[config.mk]
export PLATFORM = sky130hd
export DESIGN_NAME = fetch_unit_flat
export DESIGN_NICKNAME = d
export VERILOG_FILES = /design/src/rtl/fetch_unit_pkg.sv /design/src/rtl/fetch_unit_if.sv /design/src/rtl/fetch_q2_chk.sv /design/src/rtl/fetch_unit_q2.sv /design/src/rtl/fetch_unit.sv /design/src/flat_wrapper.sv
export SDC_FILE = /design/constraint.sdc
export NUM_CORES = 1
export LEC_CHECK = 0
export ABC_AREA = 1
export CORE_AREA = 2 2 99 121
export DETAILED_ROUTE_END_ITERATION = 6
export DIE_AREA = 0 0 101 123
export GPL_ROUTABILITY_DRIVEN = 1
export GPL_TIMING_DRIVEN = 0
export MAX_ROUTING_LAYER = met4
export REMOVE_ABC_BUFFERS = 1
export SYNTH_ARGS = -nofsm -noshare
export SYNTH_HDL_FRONTEND = slang
export SYNTH_HIERARCHICAL = 1
export SYNTH_SLANG_ARGS = --single-unit
[constraint.sdc]
create_clock -name i_clk -period 3.4 [get_ports i_clk]
set_input_delay 0.51 -clock i_clk [delete_from_list [all_inputs] [get_ports i_clk]]
set_output_delay 0.51 -clock i_clk [all_outputs]
set_load 0.01 [all_outputs]
[src/rtl/fetch_unit_pkg.sv]
// Shared CPU constants and types for the fetch stage: address/instruction widths,
// reset PC, HALT opcode and the {pc,instr} entry carried from fetch to decode.
package fetch_unit_pkg;

    localparam int PC_W    = 12;
    localparam int INSTR_W = 16;
    localparam int OP_W    = 4;

    localparam logic [PC_W-1:0] RESET_PC = 12'h000;
    localparam logic [PC_W-1:0] PC_ONE   = 12'h001;
    localparam logic [OP_W-1:0] HALT_OP  = 4'hF;

    typedef enum logic {
        ST_RUN  = 1'b0,
        ST_HALT = 1'b1
    } fetch_state_e;

    typedef struct packed {
        logic [PC_W-1:0]    pc;
        logic [INSTR_W-1:0] instr;
    } fetch_entry_t;

    function automatic logic [OP_W-1:0] opcode(input logic [INSTR_W-1:0] instr);
        return instr[15:12];
    endfunction

    function automatic logic is_halt(input logic [INSTR_W-1:0] instr);
        return opcode(instr) == HALT_OP;
    endfunction

endpackage

[src/rtl/fetch_unit_if.sv]
// Fetch-unit bus: instruction-memory address/data, branch redirect and the
// valid/ready fetch-to-decode channel. master = fetch unit, slave = CPU/memory side.
interface fetch_unit_if;
    import fetch_unit_pkg::*;

    logic [PC_W-1:0]    o_imem_pc;
    logic [INSTR_W-1:0] i_imem_instr;
    logic               i_redirect;
    logic [PC_W-1:0]    i_redirect_pc;
    logic               o_fd_valid;
    logic               i_fd_ready;
    logic [PC_W-1:0]    o_fd_pc;
    logic [INSTR_W-1:0] o_fd_instr;
    logic               o_halted;

    modport master (
        output o_imem_pc,
        input  i_imem_instr,
        input  i_redirect,
        input  i_redirect_pc,
        output o_fd_valid,
        input  i_fd_ready,
        output o_fd_pc,
        output o_fd_instr,
        output o_halted
    );

    modport slave (
        input  o_imem_pc,
        output i_imem_instr,
        output i_redirect,
        output i_redirect_pc,
        input  o_fd_valid,
        output i_fd_ready,
        input  o_fd_pc,
        input  o_fd_instr,
        input  o_halted
    );

endinterface

[src/rtl/fetch_q2_chk.sv]
// Protocol checker for the 2-entry fetch queue: a push into a full queue is only
// legal when the head leaves in the same cycle or the queue is being flushed.
module fetch_q2_chk (
    input logic i_clk,
    input logic i_reset,
    input logic i_push,
    input logic i_pop,
    input logic i_flush,
    input logic i_full
);

    a_no_overflow: assert property (@(posedge i_clk) disable iff (!i_reset)
        !(i_push && i_full && !i_pop && !i_flush));

endmodule

[src/rtl/fetch_unit_q2.sv]
// 2-entry shifting FIFO of {pc,instr}; the head always sits in the same register so
// the decode-facing outputs come straight from flops.
module fetch_q2
    import fetch_unit_pkg::*;
(
    input  logic         i_clk,
    input  logic         i_reset,
    input  logic         i_push,
    input  logic         i_pop,
    input  logic         i_flush,
    input  fetch_entry_t i_data,
    output fetch_entry_t o_head,
    output logic [1:0]   o_count,
    output logic         o_full,
    output logic         o_empty
);

    fetch_entry_t head_q, head_d;
    fetch_entry_t tail_q, tail_d;
    logic [1:0]   count_q, count_d;
    logic         pop_s;

    // Next-state for head/tail slots and occupancy
    always_comb begin
        head_d  = head_q;
        tail_d  = tail_q;
        count_d = count_q;
        pop_s   = i_pop & (count_q != 2'd0);
        if (i_flush) begin
            count_d = 2'd0;
        end else begin
            case ({i_push, pop_s})
                2'b10: begin
                    if (count_q == 2'd0) begin
                        head_d = i_data;
                    end else begin
                        tail_d = i_data;
                    end
                    count_d = count_q + 2'd1;
                end
                2'b01: begin
                    head_d  = tail_q;
                    count_d = count_q - 2'd1;
                end
                2'b11: begin
                    if (count_q == 2'd1) begin
                        head_d = i_data;
                    end else begin
                        head_d = tail_q;
                        tail_d = i_data;
                    end
                end
                default: begin
                    count_d = count_q;
                end
            endcase
        end
    end

    // Queue storage registers
    always_ff @(posedge i_clk or negedge i_reset) begin
        if (!i_reset) begin
            head_q  <= '0;
            tail_q  <= '0;
            count_q <= 2'd0;
        end else begin
            head_q  <= head_d;
            tail_q  <= tail_d;
            count_q <= count_d;
        end
    end

    assign o_head  = head_q;
    assign o_count = count_q;
    assign o_full  = (count_q == 2'd2);
    assign o_empty = (count_q == 2'd0);

    fetch_q2_chk u_chk (
        .i_clk   (i_clk),
        .i_reset (i_reset),
        .i_push  (i_push),
        .i_pop   (pop_s),
        .i_flush (i_flush),
        .i_full  (o_full)
    );

endmodule

[src/rtl/fetch_unit.sv]
// PC generator and fetch buffer: issues addresses to a 1-cycle sync-read instruction
// memory, queues returning {pc,instr} for decode, handles redirect flush and HALT.
module fetch_unit
    import fetch_unit_pkg::*;
(
    input  logic         i_clk,
    input  logic         i_reset,
    fetch_unit_if.master bus
);

    logic [PC_W-1:0] r_pc_q, r_pc_d;
    logic [PC_W-1:0] inflight_pc_q, inflight_pc_d;
    logic            inflight_q, inflight_d;
    fetch_state_e    state_q, state_d;

    fetch_entry_t    q_head_s;
    fetch_entry_t    push_data_s;
    logic [1:0]      q_count_s;
    logic            q_full_s;
    logic            q_empty_s;
    logic            pop_s;
    logic            push_s;
    logic            drop_s;
    logic            halt_push_s;
    logic [2:0]      occ_s;
    logic            issue_s;

    // Handshake, credit and capture decisions for this cycle
    always_comb begin
        pop_s             = !q_empty_s & bus.i_fd_ready;
        drop_s            = bus.i_redirect | (state_q == ST_HALT);
        push_s            = inflight_q & !drop_s;
        push_data_s.pc    = inflight_pc_q;
        push_data_s.instr = bus.i_imem_instr;
        halt_push_s       = push_s & is_halt(bus.i_imem_instr);
        // pop implies count >= 1, so the subtraction cannot wrap
        occ_s   = {1'b0, q_count_s} + {2'b00, inflight_q} - {2'b00, pop_s};
        issue_s = (state_q == ST_RUN) & !bus.i_redirect & !halt_push_s & (occ_s < 3'd2);
    end

    // PC, in-flight tracking and RUN/HALT next state
    always_comb begin
        r_pc_d        = r_pc_q;
        inflight_pc_d = inflight_pc_q;
        inflight_d    = issue_s;
        state_d       = state_q;
        if (bus.i_redirect) begin
            r_pc_d = bus.i_redirect_pc;
        end else if (issue_s) begin
            r_pc_d        = r_pc_q + PC_ONE;
            inflight_pc_d = r_pc_q;
        end else begin
            r_pc_d = r_pc_q;
        end
        case (state_q)
            ST_RUN: begin
                if (!bus.i_redirect && halt_push_s) begin
                    state_d = ST_HALT;
                end else begin
                    state_d = ST_RUN;
                end
            end
            ST_HALT: begin
                if (bus.i_redirect) begin
                    state_d = ST_RUN;
                end else begin
                    state_d = ST_HALT;
                end
            end
            default: begin
                state_d = ST_RUN;
            end
        endcase
    end

    // Fetch control registers
    always_ff @(posedge i_clk or negedge i_reset) begin
        if (!i_reset) begin
            r_pc_q        <= RESET_PC;
            inflight_pc_q <= RESET_PC;
            inflight_q    <= 1'b0;
            state_q       <= ST_RUN;
        end else begin
            r_pc_q        <= r_pc_d;
            inflight_pc_q <= inflight_pc_d;
            inflight_q    <= inflight_d;
            state_q       <= state_d;
        end
    end

    fetch_q2 u_q (
        .i_clk   (i_clk),
        .i_reset (i_reset),
        .i_push  (push_s),
        .i_pop   (pop_s),
        .i_flush (bus.i_redirect),
        .i_data  (push_data_s),
        .o_head  (q_head_s),
        .o_count (q_count_s),
        .o_full  (q_full_s),
        .o_empty (q_empty_s)
    );

    assign bus.o_imem_pc  = r_pc_q;
    assign bus.o_fd_valid = !q_empty_s;
    assign bus.o_fd_pc    = q_head_s.pc;
    assign bus.o_fd_instr = q_head_s.instr;
    assign bus.o_halted   = (state_q == ST_HALT);

endmodule
[src/flat_wrapper.sv]
// flat-port wrapper written by rule: the top's interface ports become plain ports
module fetch_unit_flat import fetch_unit_pkg::*;
  (i_clk, i_reset, bus_o_imem_pc, bus_i_imem_instr, bus_i_redirect, bus_i_redirect_pc, bus_o_fd_valid, bus_i_fd_ready, bus_o_fd_pc, bus_o_fd_instr, bus_o_halted);
  fetch_unit_if bus_i ();
  input  logic i_clk;
  input  logic i_reset;
  output wire logic [$bits(bus_i.o_imem_pc)-1:0] bus_o_imem_pc;
  input wire logic [$bits(bus_i.i_imem_instr)-1:0] bus_i_imem_instr;
  input wire logic [$bits(bus_i.i_redirect)-1:0] bus_i_redirect;
  input wire logic [$bits(bus_i.i_redirect_pc)-1:0] bus_i_redirect_pc;
  output wire logic [$bits(bus_i.o_fd_valid)-1:0] bus_o_fd_valid;
  input wire logic [$bits(bus_i.i_fd_ready)-1:0] bus_i_fd_ready;
  output wire logic [$bits(bus_i.o_fd_pc)-1:0] bus_o_fd_pc;
  output wire logic [$bits(bus_i.o_fd_instr)-1:0] bus_o_fd_instr;
  output wire logic [$bits(bus_i.o_halted)-1:0] bus_o_halted;
  assign bus_o_imem_pc = bus_i.o_imem_pc;
  assign bus_i.i_imem_instr = bus_i_imem_instr;
  assign bus_i.i_redirect = bus_i_redirect;
  assign bus_i.i_redirect_pc = bus_i_redirect_pc;
  assign bus_o_fd_valid = bus_i.o_fd_valid;
  assign bus_i.i_fd_ready = bus_i_fd_ready;
  assign bus_o_fd_pc = bus_i.o_fd_pc;
  assign bus_o_fd_instr = bus_i.o_fd_instr;
  assign bus_o_halted = bus_i.o_halted;
  fetch_unit u_core (.i_clk(i_clk), .i_reset(i_reset), .bus(bus_i));
endmodule
Word-level counts from Yosys, hierarchy flattened --
Cells that the tools add are included.
Operators by class: bitwise gates (word level) 10, equality and inequality tests 8, add/subtract/negate cells 5, $lt $le $gt $ge 1, mux-type cells 13, reductions and logical operators 14
Operators by type and width (number):
- $mux W28 | 4
- $pmux W28 S3 | 1
- $pmux W28 S2 | 1
- $mux W12 | 2
- $add A12 B1 Y12 const B | 1
- $and A1 B1 Y1 | 7
- $reduce_bool A2 Y1 | 3
- $reduce_bool A3 Y1 | 2
- $eq A2 B1 Y1 const B | 2
- $eq A2 B2 Y1 const B | 2
- $eq A4 B4 Y1 const B | 1
- $logic_not A1 Y1 | 4
- $ne A2 B2 Y1 const B | 2
- $pmux W2 S2 | 1
- $reduce_and A4 Y1 | 1
- $add A2 B1 Y3 | 1
- $lt A3 B2 Y1 const B | 1
- $reduce_and A3 Y1 | 1
- $sub A3 B1 Y3 | 1
- $add A2 B1 Y2 const B | 1
- $logic_not A2 Y1 | 1
- $mux W1 | 2
- $mux W2 | 1
- $ne A2 B1 Y1 const B | 1
- other kinds (6) | 7
Storage, ports and cells: input bits 32, logic and storage cells 60, register bits 84

Logic depth before layout (Yosys ltp) --
Gate-level depths: netlist of the first run.
word-level depth 9, gate-level depth with buffers 16

Modules after synthesis --
The synthesis of the first run kept the hierarchy.
By module, submodules not included:
- fetch_q2 | seq. area each 1451.4 µm², times used 1, cells each 362, area each 2929.1 µm²
- fetch_unit | seq. area each 650.6 µm², times used 1, cells each 196, area each 1488.9 µm²

Worst setup path before layout of the first run --
OpenSTA, ideal clock, no wires.
path type reg2reg, from register u_core.u_q.count_q[1] (netlist: u_core/u_q/o_count[1]), to register u_core.r_pc_q[10] (netlist: u_core/bus.o_imem_pc[10]), data required time 3.275 ns, stages on the path, launching flop included 14, period minus slack after synthesis 2.514 ns, setup slack 0.886 ns, buffers on the path 1, arrival 2.388 ns, setup time 0.125 ns, cells stage by stage dfrtp_1 inv_1 ha_1 nor2_1 ha_1 inv_1 nand2_1 fa_1 nand2_1 nor2_4 nand2_4 buf_6 nand3_1 nand3_1
On the way: longest elaborated chain between the ends 7, elaborated cells between the ends (all ways) 8, classes of those cells 2 x add/sub; 1 x order compare; 2 x bitwise; 3 x reduce/logical
RTL lines:
- start: declaration | line fetch_unit_q2.sv:20 | logic [1:0] count_q, count_d;
- start signal: assignment | line fetch_unit_q2.sv:69 | count_q <= count_d;
- $logic_not A2 Y1 | line fetch_unit_q2.sv:76 | assign o_empty = (count_q == 2'd0);
- net u_core.q_empty_s | line fetch_unit.sv:20 | logic q_empty_s;
- $logic_not A1 Y1 | line fetch_unit.sv:30 | pop_s = !q_empty_s & bus.i_fd_ready;
- $and A1 B1 Y1 | line fetch_unit.sv:30
- net u_core.pop_s | line fetch_unit.sv:21 | logic pop_s;
- $sub A3 B1 Y3 | line fetch_unit.sv:37 | occ_s = {1'b0, q_count_s} + {2'b00, inflight_q} - {2'b00, pop_s};
- $lt A3 B2 Y1 | line fetch_unit.sv:38 | issue_s = (state_q == ST_RUN) & !bus.i_redirect & !halt_push_s & (occ_s < 3'd2);
- $and A1 B1 Y1 | line fetch_unit.sv:38
- $reduce_bool A2 Y1 (no line)
- end signal: assignment | line fetch_unit.sv:84 | r_pc_q <= r_pc_d;
- end: declaration | line fetch_unit.sv:11 | logic [PC_W-1:0] r_pc_q, r_pc_d;
The timed path passes the listed nets, and every way through them passes these cells. A chain may end at the register's enable or synchronous reset.

Worst setup path in the final report of the first run --
from register u_core.u_q.count_q[1] (netlist: u_core/u_q/o_count[1]), to register u_core.r_pc_q[1] (netlist: u_core/bus.o_imem_pc[1])
The elaborated chain is that of the path after synthesis.

==> metrics.md, run 1 <==
| Metric | Value |
|---|---|
| Synthesis Warnings | `6` |
| Total grt overflow | `0` |
| Status | `complete, no violations` |
| Fmax | `about 340 MHz` |
| First-pass GRT wire length | `roughly 16000 µm` |
| Total number of vias | `3558` |
| Top-Level Pins | `74` |
| Fin crit share | `between 80% and 90%` |
| DRT iter0 DRCs | `150` |
| Residual DRC count | `0` |
| CTS buffer count | `9` |
| CTS Sinks | `84` |
| Antenna Nets Post-Route | `0` |
| Final instance area | `5520 µm²` |
| DRT Pass-1 Iters | `4` |
| Comb pwr share | `40.3%` |
| GP Congestion | `0.818` |
| H-tree depth | `3` |
| Largest net degree at the start of global routing | `56` |
| Total routed wirelength | `9370 µm` |
| Root Driver | `clkbuf_16` |
| Hold WC Path Type | `in2async` |
| Vias in the first global route | `3515` |
| Final max-slew violation count | `0` |
| Die X | `~100 µm` |
| Initial antenna violation count | `0` |
| Initial Util | `39.0%` |
| Number of buffers added for setup after CTS | `0` |
| Switch share | `36.6%` |
| Critical path arrival | `3200 ps` |
| Clock Path Buffers | `2` |
| # nets final | `662` |
| Commonest non-fill, non-tap cell in the layout | `nand2_1` |
| Final core area utilization | `48.8%` |
| CP Max Fanout | `32` |
| Setup TNS | `0 ps` |
| Vias per cell | `~4.7` |
| Kind of critical path | `reg2reg` |
| Power, Total | `0.00475 W` |
| GRT Util Overall | `17.1%` |
| P per Cell Area | `861 nW/µm²` |
| Post-Syn Area per Cell | `7.91 µm²` |
| Full die area | `approximately 12000 µm²` |
| Hpwl dp | `6180 µm` |
| Seq pwr share | `37.0%` |
| CTS tree | `done` |
| Routed len/inst | `roughly 12 µm` |
| Setup violators final | `0` |
| Share of cells above drive strength 1 | `between 10% and 20%` |
| CTS resizes | `0` |
| Mapped cell area | `roughly 4400 µm²` |
| Ant diodes | `0` |
| P&R area growth vs syn | `25.3%` |
| Die height | `around 120 µm` |
| # fillers | `1119` |
| MaxCap Viol Count | `0` |
| Period minus WS final | `2980 ps` |
| Slew @ Worst Pin | `1160 ps` |
| Unrepaired setup endpoints after global routing | `no` |
| Most frequent cells in the layout | `nand2_1, dfrtp_1, inv_1` |
| Clock Skew | `about 5.0 ps` |
| Num rows | `43` |
| Port bufs | `73` |
| Core Region | `11300 µm²` |
| Static Leak | `~2.7 nW` |
| NetSw | `0.00174 W` |
| Crit path required time | `3620 ps` |
| Crit end category | `flop` |
| Clock share of power | `roughly 23%` |
| Area post-placement | `5180 µm²` |
| Power Internal | `0.00301 W` |
| Synth Instances | `557` |
| Critical path startpoint category | `flop` |
| Clk slew on worst S/H paths | `60 ps` |
| Slew headroom | `22.8%` |
| Max VDD drop | `0.331 mV` |
| Hold Buf Count CTS | `0` |
| Final hold vios | `0` |
| Clk_lat worst skew | `330 ps` |
power by group through the flow:
stage	registers (W)	logic, W	clock network, W
after global routing	0.00183	0.00217	0.00115
after CTS	0.00177	0.00194	0.00111
final	0.00176	0.00191	0.00108
after global placement	0.00176	0.00188	0
after detailed placement	0.00178	0.00192	0
after floorplan	0.00182	0.00108	0
path summary, 6_finish.rpt:
path                                       startpoint  depth (start not counted)                      end  slack [ps]
min in group i_clk               u_core/u_q/o_head[7]                          2     u_core/u_q/o_head[7]         480
worst min register to register   u_core/u_q/o_head[7]                          2     u_core/u_q/o_head[7]         480
worst min-delay path                          i_reset                          1     u_core/u_q/o_head[1]         130
max in group asynchronous                     i_reset                          2    u_core/u_q/o_head[27]        2660
worst max-delay path            u_core/u_q/o_count[1]                         14  u_core/bus.o_imem_pc[1]         420
worst max register to register  u_core/u_q/o_count[1]                         14  u_core/bus.o_imem_pc[1]         420
per-stage QoR:
stage	std cells	hold slack (ps)	setup slack, ps
2_1_floorplan	540	214	755
3_3_place_gp	748	461	-1340
3_5_place_dp	749	465	218
4_1_cts	765	144	378
5_1_grt	765	167	122
6_report	765	134	419
cell type report:
cell class	instances	area, µm²	area share [%]
repair buffers	74	756	13.7
well taps	135	169	3.06
flip-flops and latches	84	2100	38.1
clock buffers	12	267	4.83
clock inverters	4	70.1	1.27
inverters	90	354	6.42
multi-input cells	366	1800	32.6
critical path: stages (launching register included):
cell and delay, ps:
dfrtp_1 410, inv_1 100, ha_1 270, nor2_1 290
ha_1 300, inv_1 60, nand2_1 60, fa_1 470
nand2_1 100, nor2_4 170, nand2_4 250, nand2_2 240
inv_2 50, nand2_1 50, nand2_1 50
layer usage:
metal,routed length (µm),global-route usage (%),up-vias
li1,-,-,1843
met1,4400,21.1,1627
met2,4460,28.4,77
met3,349,3.00,11
met4,157,6.33,0
met5,0,-,-
flip-flops by register name, indices dropped and copies added (netlist names):
| signal | count |
|---|---|
| u_core/u_q/o_head | 28 |
| u_core/u_q/tail_q | 28 |
| u_core/bus.o_imem_pc | 12 |
| u_core/inflight_pc_q | 12 |
| u_core/u_q/o_count | 2 |
| u_core/bus.o_halted | 1 |
| u_core/inflight_q | 1 |
No activity file was read; power rests on OpenSTA's default activity.
==> inputs of run 2 (changes only) <==
CTS_CLUSTER_SIZE = 30   (was not set)
==> results of run 2 <==
No change in the layout: final DEF, timing and power equal those of run 1.
==> patch 1 (flow settings as in run 2) <==
Set the package constant `PC_W` to 18 (it was 12).
--- a/src/rtl/fetch_unit_pkg.sv
+++ b/src/rtl/fetch_unit_pkg.sv
@@ -4,3 +4,3 @@
 
-    localparam int PC_W    = 12;
+    localparam int PC_W    = 18;
     localparam int INSTR_W = 16;
Interface: changed (resized bus_i_redirect_pc, bus_o_fd_pc and bus_o_imem_pc); port bits go from 74 to 92. The function was not compared with the original's and may differ.
==> patch 1 against run 2 <==
Cell count rose by 24%. Power rose by 19%. Area after synthesis rose by 26%. Final area rose by 22%. Worst setup slack got worse by 0.048 ns. Routed wire length rose by 35%. Sequential cell count rose by 24. Sequential power rose by 31%. Largest power group unchanged. Highest routed layer unchanged.
==> patch 1: results (changes against run 2) <==
* Max Clock Skew at 0.006492 ns (+0.001485 ns)
* Crit Path Class: reg -> reg
* Largest net degree at the start of global routing at 61 (+8.9%)
* Buffers on Ports at 91 (+25%)
* Cell count after synthesis at 736 (+32%)
* Total power at 5.638 mW (+19%)
* Filler-free cell count of the finished design at 952 (+24%)
* Post-DP Area at 0.006476 sq mm (+25%)
* Global placement routability congestion at 0.8164 (-0.21%)
* Worst path arrival time at 3.25 ns (+0.05 ns)
* Fill cell count at 1072 (-4.2%)
* Layout cells sized above 1 at 7.834% (-2.8 points)
* Maximum VDD drop at 0.3767 mV (+14%)
* Worst-case clock buffer depth at 2 (unchanged)
* Post-CTS sizing at 0 (unchanged)
* H-tree Lvls at 3 (unchanged)
* Root buffer cell: clkbuf_16
* P_leak at 3.472 nW (+27%)
* Drt first pass iters at 4 (unchanged)
* Reg clk slew, reported paths at 0.07 ns
* Hold Crit Class: in -> async
* Worst-Skew Late Latency at 0.34 ns
* Crit Path Max Fanout at 45 (+41%)
* Vias per cell at 4.951 (+6.4%)
* Sequential cell fraction of total power at 40.8% (+3.8 points)
* Met1 usage at 28.44% (+7.4 points)
* RR Startpoint: u_core/u_q/o_count[1]
* Met2 Use GR at 35.71% (+7.3 points)
* Post-CTS Setup Repair Bufs at 0 (unchanged)
* CTS Buf Count at 9 (unchanged)
* Clock Power Share at 16.8% (-5.9 points)
* Psw at 2.191 mW (+26%)
* Ant diodes at 0 (unchanged)
* Nets at 855 (+29%)
* Pre-CTS setup slack at -0.07174 ns (-0.2899 ns)
* R2r setup slk at 0.37 ns (-0.05 ns)
* Reg2Reg Depth at 14 (unchanged)
* Met3 usage at 2.883% (-0.11 points)
* Status: finished, final reports clean
* Hold_ws at 0.1793 ns (+0.04501 ns)
* Worst setup path endpoint: u_core/bus.o_imem_pc[8]
* Final WL at 12600 microns (+35%)
* Synth warn at 6 (unchanged)
* Antenna violations before repair at 0 (unchanged)
* Number of global-route vias before repair at 4587 (+30%)
* Worst slew pin tran at 0.8963 ns (-0.2593 ns)
* All-Layer GR Usage at 21.69% (+4.6 points)
* Dpl cells at 936 (+25%)
* Dpl hpwl at 8238 microns (+33%)
* Initial DRC count at 233 (+55%)
* First-pass GRT wire length at 21100 microns (+28%)
* Achievable Freq at 330.1 MHz (-1.6%)
-- patch 1: layout make-up --
type                            count  area (sq um)  share of cell area (%)
Multi-Input combinational cell    486          2223                   32.94
Tap cell                          135         168.9                   2.502
Clock inverter                      7         43.79                  0.6487
Clock buffer                        9         225.2                   3.336
Inverter                          114         430.4                   6.376
Sequential cell                   108          2703                   40.04
Timing Repair Buffer               93         955.9                   14.16
-- patch 1: worst max-delay path, stage by stage, from the launching register on --
cell and delay (ns):
dfrtp_1 0.41, inv_1 0.09, ha_1 0.24, nor2_1 0.27
ha_1 0.29, inv_1 0.05, nand2_1 0.06, fa_1 0.49
nand2_1 0.08, nor2_2 0.16, nand2_4 0.28, nand2_1 0.25
inv_1 0.11, nand2_1 0.07, nand3_1 0.06
-- patch 1: routing by layer --
layer  part of all wire [%]  vias up
met5                      0        -
met4                    1.2        0
met3                    4.1        9
met2                     47      121
met1                     47     2198
li1                       -     2385
==> patch 2 (config.mk and constraints of run 2) <==
Made on the original files. Reset style: synchronous (`i_reset`), changed in 2 clocked blocks.
--- a/src/rtl/fetch_unit_q2.sv
+++ b/src/rtl/fetch_unit_q2.sv
@@ -60,3 +60,3 @@
     // Queue storage registers
-    always_ff @(posedge i_clk or negedge i_reset) begin
+    always_ff @(posedge i_clk) begin
         if (!i_reset) begin
--- a/src/rtl/fetch_unit.sv
+++ b/src/rtl/fetch_unit.sv
@@ -76,3 +76,3 @@
     // Fetch control registers
-    always_ff @(posedge i_clk or negedge i_reset) begin
+    always_ff @(posedge i_clk) begin
         if (!i_reset) begin
Function: differs if i_reset is asserted again (counterexample within 4 cycles, from zero or initial values and one cycle with i_reset low); with i_reset held inactive, the same outputs for 4 cycles.
==> patch 2 against run 2 <==
Critical endpoint is now u_core/bus.o_imem_pc[8]. Critical path type unchanged. Sequential share of layout area shrank 7.1 points. Area after synthesis shrank 0.99%. Final area shrank 1.5%. First-iteration DRC count grew 87%. Sequential cell count is the same. Largest cell class is now multi-input combinational cells. Worst setup slack lost 0.096 ns. Synthesized cell count grew 21%. Routed wire length grew 13%.
Power is not compared: it rests on default switching activity, and its combinational part moved more than twofold at a synthesized area within 25%.
==> patch 2: results (changes against run 2) <==
* Status: finished, final reports clean
* Antenna violations before repair at 0 (unchanged)
* Vias at 4088 (+15%)
* Drt first pass iters at 4 (unchanged)
* Fill cell count at 1201 (+7.3%)
* Global placement routability congestion at 0.7777 (-4.9%)
* Hold Crit Class: reg -> reg
* Largest net degree at the start of global routing at 55 (-1.8%)
* All-Layer GR Usage at 16.87% (-0.27 points)
* Combinational power at 0.300 mW
* Clock group power at 0.938 mW
* Number of global-route vias before repair at 3641 (+3.6%)
* Sequential cell power at 1.07 mW
* CTS Buf Count at 9 (unchanged)
* Initial DRC count at 281 (+87%)
* Maximum VDD drop at 0.2391 mV
* Final WL at 10620 microns (+13%)
* First-pass GRT wire length at 16600 microns (+0.63%)
* Dpl hpwl at 6143 microns (-0.64%)
* Delay-heaviest family, CP: simple AND/OR/NAND/NOR gates
* Worst slew pin tran at 0.9234 ns (-0.2323 ns)
* Reg clk slew, reported paths at 0.06 ns (about the same)
* Post-DP Area at 0.005082 sq mm (-1.9%)
* Worst-Skew Late Latency at 0.33 ns (about the same)
* Max Clock Skew at 0.005664 ns (+0.0006566 ns)
* H-tree Lvls at 3 (unchanged)
* Pre-CTS setup slack at -0.3590 ns (-0.5771 ns)
* Filler-free cell count of the finished design at 875 (+14%)
* Mean post-synth cell area at 6.452 sq um (-18%)
* Worst path arrival time at 3.35 ns (+0.15 ns)
* Crit Path Max Fanout at 25 (-22%)
* Max Cap Viol at 0 (unchanged)
* Layout cells sized above 1 at 6.081% (-4.6 points)
* Nets at 773 (+17%)
* Dpl cells at 854 (+14%)
[patch 2: cell types whose count changed in the layout (fill, tap and decap cells not counted), moves of 3 or more]
cell	change
nor2_1	+152
dfrtp_1	-84
dfxtp_1	+84
nand2_1	-68
o21ai_0	+19
a21oi_1	+18
nand3_2	-18
nand3_1	+15
o21ai_1	-13
o21ai_2	-10
inv_1	+3
nand3b_1	+3
o21a_1	+3
[patch 2: metal layers]
metal	GRT usage, %	wire length [microns]
met3	2.770	338
met5	-	0
met1	20.18	5100
met2	28.38	5067
met4	6.672	111
[patch 2: what timing repair did]
item | CTS | global route
setup buffers | 0 | 3
gates resized for setup | 2 | 4
pin swaps | 1 | 3
gates cloned | 0 | 2
endpoints found under the setup margin | 16 | 68
[patch 2: worst min-delay path, delay by kind of cell (launching register included)]
family	cells	cell delay, ns
flops	1	0.32
simple gates	2	0.13
[patch 2: layout make-up]
| class | instances | area (sq um) | share of cell area [%] |
|---|---|---|---|
| clock buffers | 13 | 270.3 | 4.972 |
| multi-input cells | 472 | 2161 | 39.76 |
| well taps | 135 | 168.9 | 3.108 |
| clock inverters | 3 | 20.02 | 0.3683 |
| repair buffers | 78 | 790.8 | 14.55 |
| inverters | 90 | 342.8 | 6.308 |
| flip-flops and latches | 84 | 1682 | 30.94 |
[patch 2: worst paths after layout]
check	startpoint	to	slack, ns	cells past startpoint
min reg2reg	u_core/u_q/tail_q[13]	u_core/u_q/tail_q[13]	0.48	2
max	u_core/u_q/o_count[1]	u_core/bus.o_imem_pc[8]	0.32	14
min	u_core/u_q/tail_q[13]	u_core/u_q/tail_q[13]	0.48	2
max reg2reg	u_core/u_q/o_count[1]	u_core/bus.o_imem_pc[8]	0.32	14
